File: config.mk
export PLATFORM = sky130hd
export DESIGN_NAME = regfile_wr_arbiter
export DESIGN_NICKNAME = d
export VERILOG_FILES = /design/src/rtl/regfile_arb_pkg.sv /design/src/rtl/rr_arbiter.sv /design/src/rtl/regfile_wr_arbiter.sv
export SDC_FILE = /design/constraint.sdc
export NUM_CORES = 1
export LEC_CHECK = 0
export BUFFER_PORTS_ARGS = -buffer_cell sky130_fd_sc_hd__buf_2
export CORE_AREA = 2 2 92 103
export DETAILED_ROUTE_END_ITERATION = 10
export DIE_AREA = 0 0 94 105
export MAX_ROUTING_LAYER = met4
export PLACE_DENSITY = 0.7
export SLEW_MARGIN = 20
export SYNTH_ARGS = -nofsm -noshare
export SYNTH_HDL_FRONTEND = slang
export SYNTH_SLANG_ARGS = --single-unit
File: constraint.sdc
create_clock -name clk -period 6.86 [get_ports clk]
set_input_delay 0 -clock clk [delete_from_list [all_inputs] [get_ports clk]]
set_output_delay 0 -clock clk [all_outputs]
set_load 0.02 [all_outputs]
File: src/rtl/regfile_arb_pkg.sv
// ============================================================================
// Module   : regfile_arb_pkg
// Brief    : Shared constants and request type for the register-file write arbiter.
// Revision : 1.0 - initial release
// ============================================================================
`default_nettype none

package regfile_arb_pkg;

  localparam int REG_AW = 5;
  localparam int REG_DW = 32;
  localparam logic [REG_AW-1:0] REG_ZERO = '0;

  typedef struct packed {
    logic [REG_AW-1:0] addr;
    logic [REG_DW-1:0] data;
  } wr_req_t;

endpackage

`default_nettype wire

File: src/rtl/rr_arbiter.sv
// ============================================================================
// Module   : rr_arbiter
// Brief    : Generic NUM_REQ grant generator; round-robin, or fixed priority
//            (lowest index wins) when REGFILE_WR_ARB_FIXED_PRIO_EN is defined.
// Revision : 1.0 - initial release
// ============================================================================
`default_nettype none

module rr_arbiter
  import regfile_arb_pkg::*;
#(
  parameter int NUM_REQ = 3,
  localparam int PW = (NUM_REQ > 1) ? $clog2(NUM_REQ) : 1
) (
  input  logic               clk,
  input  logic               rst_n,
  input  logic [NUM_REQ-1:0] req,
  output logic [NUM_REQ-1:0] grant,
  output logic [PW-1:0]      grant_idx
);

  logic [PW-1:0] w_ptr;
  logic [PW:0]   w_scan;
  logic          w_found;

`ifdef REGFILE_WR_ARB_FIXED_PRIO_EN
  assign w_ptr = '0;
`else
  logic [PW-1:0] r_ptr;

  // Pointer moves just past the winner so it gets lowest priority next time.
  always_ff @(posedge clk or negedge rst_n) begin
    if (!rst_n) begin
      r_ptr <= '0;
    end else if (|grant) begin
      r_ptr <= (grant_idx == PW'(NUM_REQ - 1)) ? '0 : grant_idx + 1'b1;
    end
  end

  assign w_ptr = r_ptr;
`endif

  always_comb begin
    grant     = '0;
    grant_idx = '0;
    w_found   = 1'b0;
    w_scan    = '0;
    for (int k = 0; k < NUM_REQ; k++) begin
      w_scan = {1'b0, w_ptr} + (PW+1)'(k);
      if (w_scan >= (PW+1)'(NUM_REQ)) begin
        w_scan = w_scan - (PW+1)'(NUM_REQ);
      end
      if (!w_found && req[w_scan[PW-1:0]]) begin
        w_found                = 1'b1;
        grant[w_scan[PW-1:0]]  = 1'b1;
        grant_idx              = w_scan[PW-1:0];
      end
    end
  end

endmodule

`default_nettype wire

File: src/rtl/regfile_wr_arbiter.sv
// ============================================================================
// Module   : regfile_wr_arbiter
// Brief    : Shares the register-file write port among NUM_REQ writeback units,
//            drops x0 writes and counts commits. Macro REGFILE_WR_ARB_FIXED_PRIO_EN
//            selects fixed priority instead of round-robin.
// Revision : 1.0 - initial release
// ============================================================================
`default_nettype none

module regfile_wr_arbiter
  import regfile_arb_pkg::*;
#(
  parameter int NUM_REQ = 3,
  parameter int AW      = REG_AW,
  parameter int DW      = REG_DW,
  parameter int CNT_W   = 16
) (
  input  logic                  clk,
  input  logic                  rst_n,
  input  logic                  hold,
  input  logic [NUM_REQ-1:0]    req_valid,
  input  logic [NUM_REQ*AW-1:0] req_addr,
  input  logic [NUM_REQ*DW-1:0] req_data,
  output logic [NUM_REQ-1:0]    req_ready,
  output logic                  RegWrite,
  output logic [AW-1:0]         WriteReg,
  output logic [DW-1:0]         WriteData,
  output logic                  busy,
  output logic [CNT_W-1:0]      wr_count
);

  localparam int PW = (NUM_REQ > 1) ? $clog2(NUM_REQ) : 1;

  logic [NUM_REQ-1:0] w_req;
  logic [PW-1:0]      w_gidx;
  logic               w_xfer;
  logic [AW-1:0]      w_addr;
  logic [DW-1:0]      w_data;

  logic               r_we;
  logic [AW-1:0]      r_waddr;
  logic [DW-1:0]      r_wdata;
  logic [CNT_W-1:0]   r_cnt;

  // Masking with rst_n keeps ready low throughout reset.
  assign w_req = (rst_n && !hold) ? req_valid : '0;

  rr_arbiter #(
    .NUM_REQ   (NUM_REQ)
  ) u_arb (
    .clk       (clk),
    .rst_n     (rst_n),
    .req       (w_req),
    .grant     (req_ready),
    .grant_idx (w_gidx)
  );

  assign w_xfer = |req_ready;
  assign w_addr = req_addr[w_gidx*AW +: AW];
  assign w_data = req_data[w_gidx*DW +: DW];

  always_ff @(posedge clk or negedge rst_n) begin
    if (!rst_n) begin
      r_we    <= 1'b0;
      r_waddr <= '0;
      r_wdata <= '0;
      r_cnt   <= '0;
    end else begin
      r_we <= 1'b0;
      // x0 writes are accepted but never reach the port.
      if (w_xfer && (w_addr != AW'(REG_ZERO))) begin
        r_we    <= 1'b1;
        r_waddr <= w_addr;
        r_wdata <= w_data;
      end
      if (r_we) begin
        r_cnt <= r_cnt + 1'b1;
      end
    end
  end

  assign RegWrite  = r_we;
  assign WriteReg  = r_waddr;
  assign WriteData = r_wdata;
  assign wr_count  = r_cnt;
  assign busy      = (|req_valid) | r_we;

endmodule

`default_nettype wire
# After elaboration in Yosys (flattened, before gate mapping)
# Cells that the tools add are included.
totals:
  reg_bits: 56
  inputBits: 117
  output_inout_bits: 58
op_classes:
  addsub: 7
  eq_ne: 1
  n_reduce_logical: 13
  muxes: 26
  shifts: 2
  multipliers: 1
  n_bitwise: 3
  order_cmp: 9
ops:
  columns: ["operator", "n"]
  rows:
  - ["$shiftx A96 B8 Y32", 1]
  - ["$add A16 B1 Y16 const B", 1]
  - ["$shiftx A15 B6 Y5", 1]
  - ["$mux W2", 7]
  - ["$mux W3", 4]
  - ["$lt A2 B3 Y1 const B", 3]
  - ["$mux W1", 9]
  - ["$logic_and A1 B1 Y1", 7]
  - ["$bmux W1 S2", 3]
  - ["$demux W1 S2", 3]
  - ["$ge A2 B1 Y1 const B", 3]
  - ["$ge A3 B2 Y1 const B", 2]
  - ["$or A3 B3 Y3", 2]
  - ["$reduce_or A3 Y1", 2]
  - ["$sub A2 B2 Y2 const B", 3]
  - ["$mul A2 B3 Y5 const B", 1]
  - ["$reduce_bool A5 Y1", 1]
  - ["$add A2 B1 Y3 const B", 1]
  - ["$add A2 B2 Y3 const B", 1]
  - ["$logic_not A1 Y1", 3]
  - ["$add A2 B1 Y2 const B", 1]
  - ["$eq A2 B2 Y1 const B", 1]
  - ["$ge A2 B2 Y1 const B", 1]
  - ["$or A1 B1 Y1", 1]

# Logic depth before layout (Yosys ltp)
logic_depth:
  ltp_word: 17
  mapped_depth: 12
  mapped_depth_nobuf: 8

# Cells and area by module
# A second synthesis with hierarchy kept.
unflattened:
  cells_unflattened: 312
  hier_area_um2: 3389.5
by_module_without_submodules:
  columns: ["mod", "n_inst", "cells_per_inst", "area_per_inst_um2", "seq_area_each_um2"]
  rows:
  - ["regfile_wr_arbiter", 1, 262, 2990.4, 1351.3]
  - ["rr_arbiter", 1, 50, 399.1, 50.0]

# Worst setup path after synthesis
# OpenSTA, ideal clock, no wires.
synth_timing:
  path_kind: "register -> register"
  start: "register u_arb.r_ptr[1]"
  end: "register r_wdata[16], in the netlist WriteData[16]"
  t_arrival_ns: 2.443
  stages_incl_launch_ff: 12
  n_path_buf: 3
  path_slack_ns: 4.292
  required_ns: 6.735
  path_cell_list: "dfrtp_1 > inv_1 > ha_1 > buf_4 > nor2b_1 > mux2_2 > a21oi_1 > a21oi_1 > o21ai_2 > buf_6 > buf_6 > mux2_4"
synth_via:
  elab_cells_between_ends: 52
synth_rtl:
  columns: ["item", "line", "text"]
  rows:
  - ["from (decl)", "rr_arbiter.sv:29", "logic [PW-1:0] r_ptr;"]
  - ["from (signal assigned)", "rr_arbiter.sv:36", "r_ptr <= (grant_idx == PW'(NUM_REQ - 1)) ? '0 : grant_idx + 1'b1;"]
  - ["$add A2 B1 Y3 (tied with other cells)", "rr_arbiter.sv:49", "w_scan = {1'b0, w_ptr} + (PW+1)'(k);"]
  - ["$ge A3 B2 Y1 (tied with other cells)", "rr_arbiter.sv:50", "if (w_scan >= (PW+1)'(NUM_REQ)) begin"]
  - ["$mux W2 (tied with other cells)", "rr_arbiter.sv:50", null]
  - ["$lt A2 B3 Y1 (implied by the code) (tied with other cells)", "rr_arbiter.sv:55", "grant[w_scan[PW-1:0]] = 1'b1;"]
  - ["$logic_and A1 B1 Y1 (implied by the code) (tied with other cells)", "rr_arbiter.sv:55", null]
  - ["$mux W1 (implied by the code) (tied with other cells)", "rr_arbiter.sv:55", null]
  - ["$demux W1 S2 (tied with other cells)", null, null]
  - ["$or A3 B3 Y3 (no line) / $mux W1 (equally long branches)", null, null]
  - ["$mux W3 / $logic_not A1 Y1 (equally long branches)", "rr_arbiter.sv:53", "if (!w_found && req[w_scan[PW-1:0]]) begin"]
  - ["$or A3 B3 Y3 (no line) / $logic_and A1 B1 Y1 (equally long branches)", null, null]
  - ["$mux W3 *", "rr_arbiter.sv:53", null]
  - ["via req_ready[2]", "regfile_wr_arbiter.sv:24", "output logic [NUM_REQ-1:0] req_ready,"]
  - ["$reduce_or A3 Y1 *", "regfile_wr_arbiter.sv:58", "assign w_xfer = |req_ready;"]
  - ["$logic_and A1 B1 Y1 *", "regfile_wr_arbiter.sv:71", "if (w_xfer && (w_addr != AW'(REG_ZERO))) begin"]
  - ["to (signal assigned)", "regfile_wr_arbiter.sv:74", "r_wdata <= w_data;"]
  - ["to (decl)", "regfile_wr_arbiter.sv:42", "logic [DW-1:0] r_wdata;"]
# The timed path passes the listed nets; every way through them passes the cells marked *. The select of a mux whose other input is x is not followed.
# A chain may end at the register's enable or synchronous reset.

# Worst setup path after layout
layout_timing:
  start: "register u_arb.r_ptr[1]"
  end: "register r_wdata[31], in the netlist WriteData[31]"
layout_via:
  elab_chain_len: 15
  elab_cells_between_ends: 52
layout_lines:
  columns: ["item"]
  rows:
  - ["branches (longest 15 deep; another with $mul A2 B3 Y5)"]
# Parallel ways; which one is timed is not known. The select of a mux whose other input is x is not followed.

==> summary.md <==
| Metric | Value |
|---|---|
| Clock Latency Late Sink | `between 300 and 400 ps` |
| Fin Setup TNS | `0 ps` |
| Post-synth ARST share | `1.00` |
| Syn-to-layout area delta | `30.8%` |
| Most frequent cells after synthesis | `69 x a21oi_1, 56 x dfrtp_1, 44 x o21ai_0` |
| Placement Cell Area | `4370 um^2` |
| Pwr/cell area | `393 nW/um^2` |
| CP endpoint kind | `flip-flop` |
| Min Tclk post-route | `3550 ps` |
| TritonCTS clock tree | `done` |
| Final Setup Violations | `0` |
| Clock share of power | `0.105` |
| CP arrival | `3750 ps` |
| DR DRC count | `0` |
| Max_slew headroom | `0.520` |
| Final global-route overflow total | `0` |
| Die area | `9870 um^2` |
| Clock transition at path regs | `110 ps` |
| Via density | `around 5.4` |
| Seq cells post-synth | `between 50 and 60` |
| Total CTS buffers | `5` |
| ANT nets after route | `0` |
| Internal Power | `0.973 mW` |
| Critical path class | `reg2reg` |
| Slowest cell on the critical path | `o21ai_4` |
| Placer Congestion | `approximately 0.93` |
| Final count of hold timing violations | `0` |
| Crit path max fanout | `22` |
| Synth Flop Type | `dfrtp_1` |
| Std-Cell Rows | `36` |
| Fill cells | `865` |
| WL/cell | `16.1 um` |
| HPWL after DPL | `7.88 mm` |
| Outcome | `completed` |
| IO Pins | `~180` |
| Vias | `3460` |
| Syn_nets | `491` |
| Peak VDD IR | `a little under 0.2 mV` |
| Comb pwr share | `0.577` |
| CTS sink count | `56` |
| Distinct cell type count of the synthesized netlist | `45` |
| Htree depth | `2` |
| Core Area | `8780 um^2` |
| Starting Density | `0.390` |
| Synthesized cell area | `~3400 um^2` |
| Synthesis warning total | `0` |
| Largest net degree at the start of global routing | `~60` |
| Hold Crit Depth | `4` |
| Number of global-route vias before repair | `3456` |
| Sequential power share | `0.318` |
| Root Driver | `clkbuf_8` |
| Number of buffers added on ports | `174` |
| DIE HEIGHT | `105 um` |
| RSZ-0062 raised after global routing | `no` |
| WP data required | `7060 ps` |
| Psw | `0.784 mW` |
| Worst path cell trace | `inv_1, ha_1, mux2_2, mux2_2, a211oi_1, nor3_1, o21ai_4, buf_4, mux2_2` |
| Nets | `653` |
| CP max stage delay | `550 ps` |
| Register Area | `roughly 1400 um^2` |
| Period Utilization, post-route | `0.517` |
| Cell repeated most along the worst path | `mux2_2` |
| 1st-iter DRT viols | `239` |
| Worst setup SP type | `flip-flop` |
| Synth top area share | `0.410` |
| Sequential element share of the synthesized area | `0.410` |
| Initial antenna violation count | `0` |
| Max Buffers Root-to-Sink | `2` |
| First-pass GRT wire length | `16.8 mm` |
| Static leakage | `2.17 nW` |
| Die width | `94 um` |
| Post-synthesis cell count | `roughly 370` |
| Final WL | `10.4 mm` |
| Post-synth EDFFs | `0` |
| Clk_skew | `just over 9 ps` |
| Tightest Pin Transition | `721 ps` |
| Yosys top cell by area | `dfrtp_1` |
| Design Area, Final | `4480 um^2` |
| Max-Cap Viols | `0` |
| Max Slew Vio Count | `0` |
| Most common cell in the netlist | `a21oi_1` |
| Peak Freq | `~280 MHz` |
| Multi-input gate area in the final layout | `roughly 1900 um^2` |
| Reg2Reg Depth | `9` |
| Worst Hold Class | `in2reg` |
| Syn Area/Cell | `9.27 um^2` |
| Leading post-synthesis cells by cell area | `dfrtp_1 41%, a21oi_1 10%, mux2_2 7.2%` |
| Layout cell share with drive strength beyond 1 | `0.438` |
| Drt pass-1 iters | `4` |
| Total GRT Usage | `0.220` |
| Antenna diodes | `0` |
| Sw Ratio | `0.446` |
logic make-up after synthesis:
kind of cell	synth area share
muxes	0.154
adders and majority gates	0.0216
DFF	0.410
buffers and inverters	0.0453
AOI/OAI and AO/OA	0.219
and+or+nand+nor	0.112
xor gates and xnor gates	0.0384
final timing paths:
path	start	endpoint	slack, ps
max	u_arb.r_ptr[1]$_DFFE_PN0P_	WriteData[31]$_DFFE_PN0P_	3310
min	req_addr[6]	WriteReg[1]$_DFFE_PN0P_	20
max in group asynchronous	rst_n	u_arb.r_ptr[0]$_DFFE_PN0P_	6020
max reg2reg	u_arb.r_ptr[1]$_DFFE_PN0P_	WriteData[31]$_DFFE_PN0P_	3310
min reg2reg	wr_count[15]$_DFFE_PN0P_	wr_count[15]$_DFFE_PN0P_	480
min in group asynchronous	rst_n	wr_count[3]$_DFFE_PN0P_	340
final cells by class:
type | count | share of cell area
inverter | 5 | 0.00419
multi-input combinational | 281 | 0.422
clock buffer | 5 | 0.0154
timing repair buffer | 182 | 0.209
sequential | 56 | 0.313
clock inverter | 3 | 0.00531
tap | 114 | 0.0319
state kept, by name, indices dropped and copies added, names as in the netlist:
name and cells:
RegWrite 1, WriteData 32, WriteReg 5, u_arb.r_ptr 2, wr_count 16
routing by layer:
| metal | wire [um] | vias up | GRT usage |
|---|---|---|---|
| met5 | 0 | - | - |
| met4 | 221 | 0 | 0.0621 |
| met3 | 765 | 17 | 0.0454 |
| met2 | 5030 | 152 | 0.358 |
| met1 | 4380 | 1645 | 0.276 |
| li1 | - | 1646 | - |
worst max-delay path, delay by kind of cell, from the launching register on:
family	cells	cell delay, ps
and+or+nand+nor	1	140
buffers and inverters	2	530
muxes	3	1080
adders and majority gates	1	500
AOI/OAI and AO/OA	2	780
DFF	1	410
cell usage in the layout (no fill, tap or decap), drive strengths merged, types with 4 or more instances in the layout:
cell type	n
nand2	13
xor2	4
nand3	6
nor2	40
nand4	6
buf	181
nor3	5
xnor2	11
a21oi	69
inv	5
ha	5
dfrtp	56
a22o	5
mux2	36
clkbuf	5
o21ai	47
mux2i	7
through the flow:
| stage | util | cells | setup slack, ps | hold slack, ps | power, mW |
|---|---|---|---|---|---|
| final | 0.510 | 646 | 3310 | 21.8 | 1.76 |
| after global routing | 0.510 | 646 | 3100 | 32.1 | 1.88 |
| after CTS | 0.510 | 646 | 3310 | 9.54 | 1.77 |
| after detailed placement | 0.498 | 637 | 3330 | 191 | 1.58 |
| after global placement | 0.498 | 637 | 3450 | 185 | 1.55 |
| after floorplan | - | 369 | 4290 | -296 | 1.28 |
power by group through the flow:
stage / Sequential, mW / Clock [mW] / Combinational (mW)
2_1_floorplan: 0.706 / 0 / 0.570
3_3_place_gp: 0.559 / 0 / 0.992
6_report: 0.559 / 0.185 / 1.01
3_5_place_dp: 0.563 / 0 / 1.02
4_1_cts: 0.559 / 0.190 / 1.02
5_1_grt: 0.580 / 0.204 / 1.10
timing repair:
| action | CTS | global route |
|---|---|---|
| hold buffers | 1 | 0 |
| gates resized for setup | 0 | 0 |
| endpoints found under the hold margin | 56 | 0 |
| setup buffers | 0 | 0 |
No activity file was read; power rests on OpenSTA's default activity.
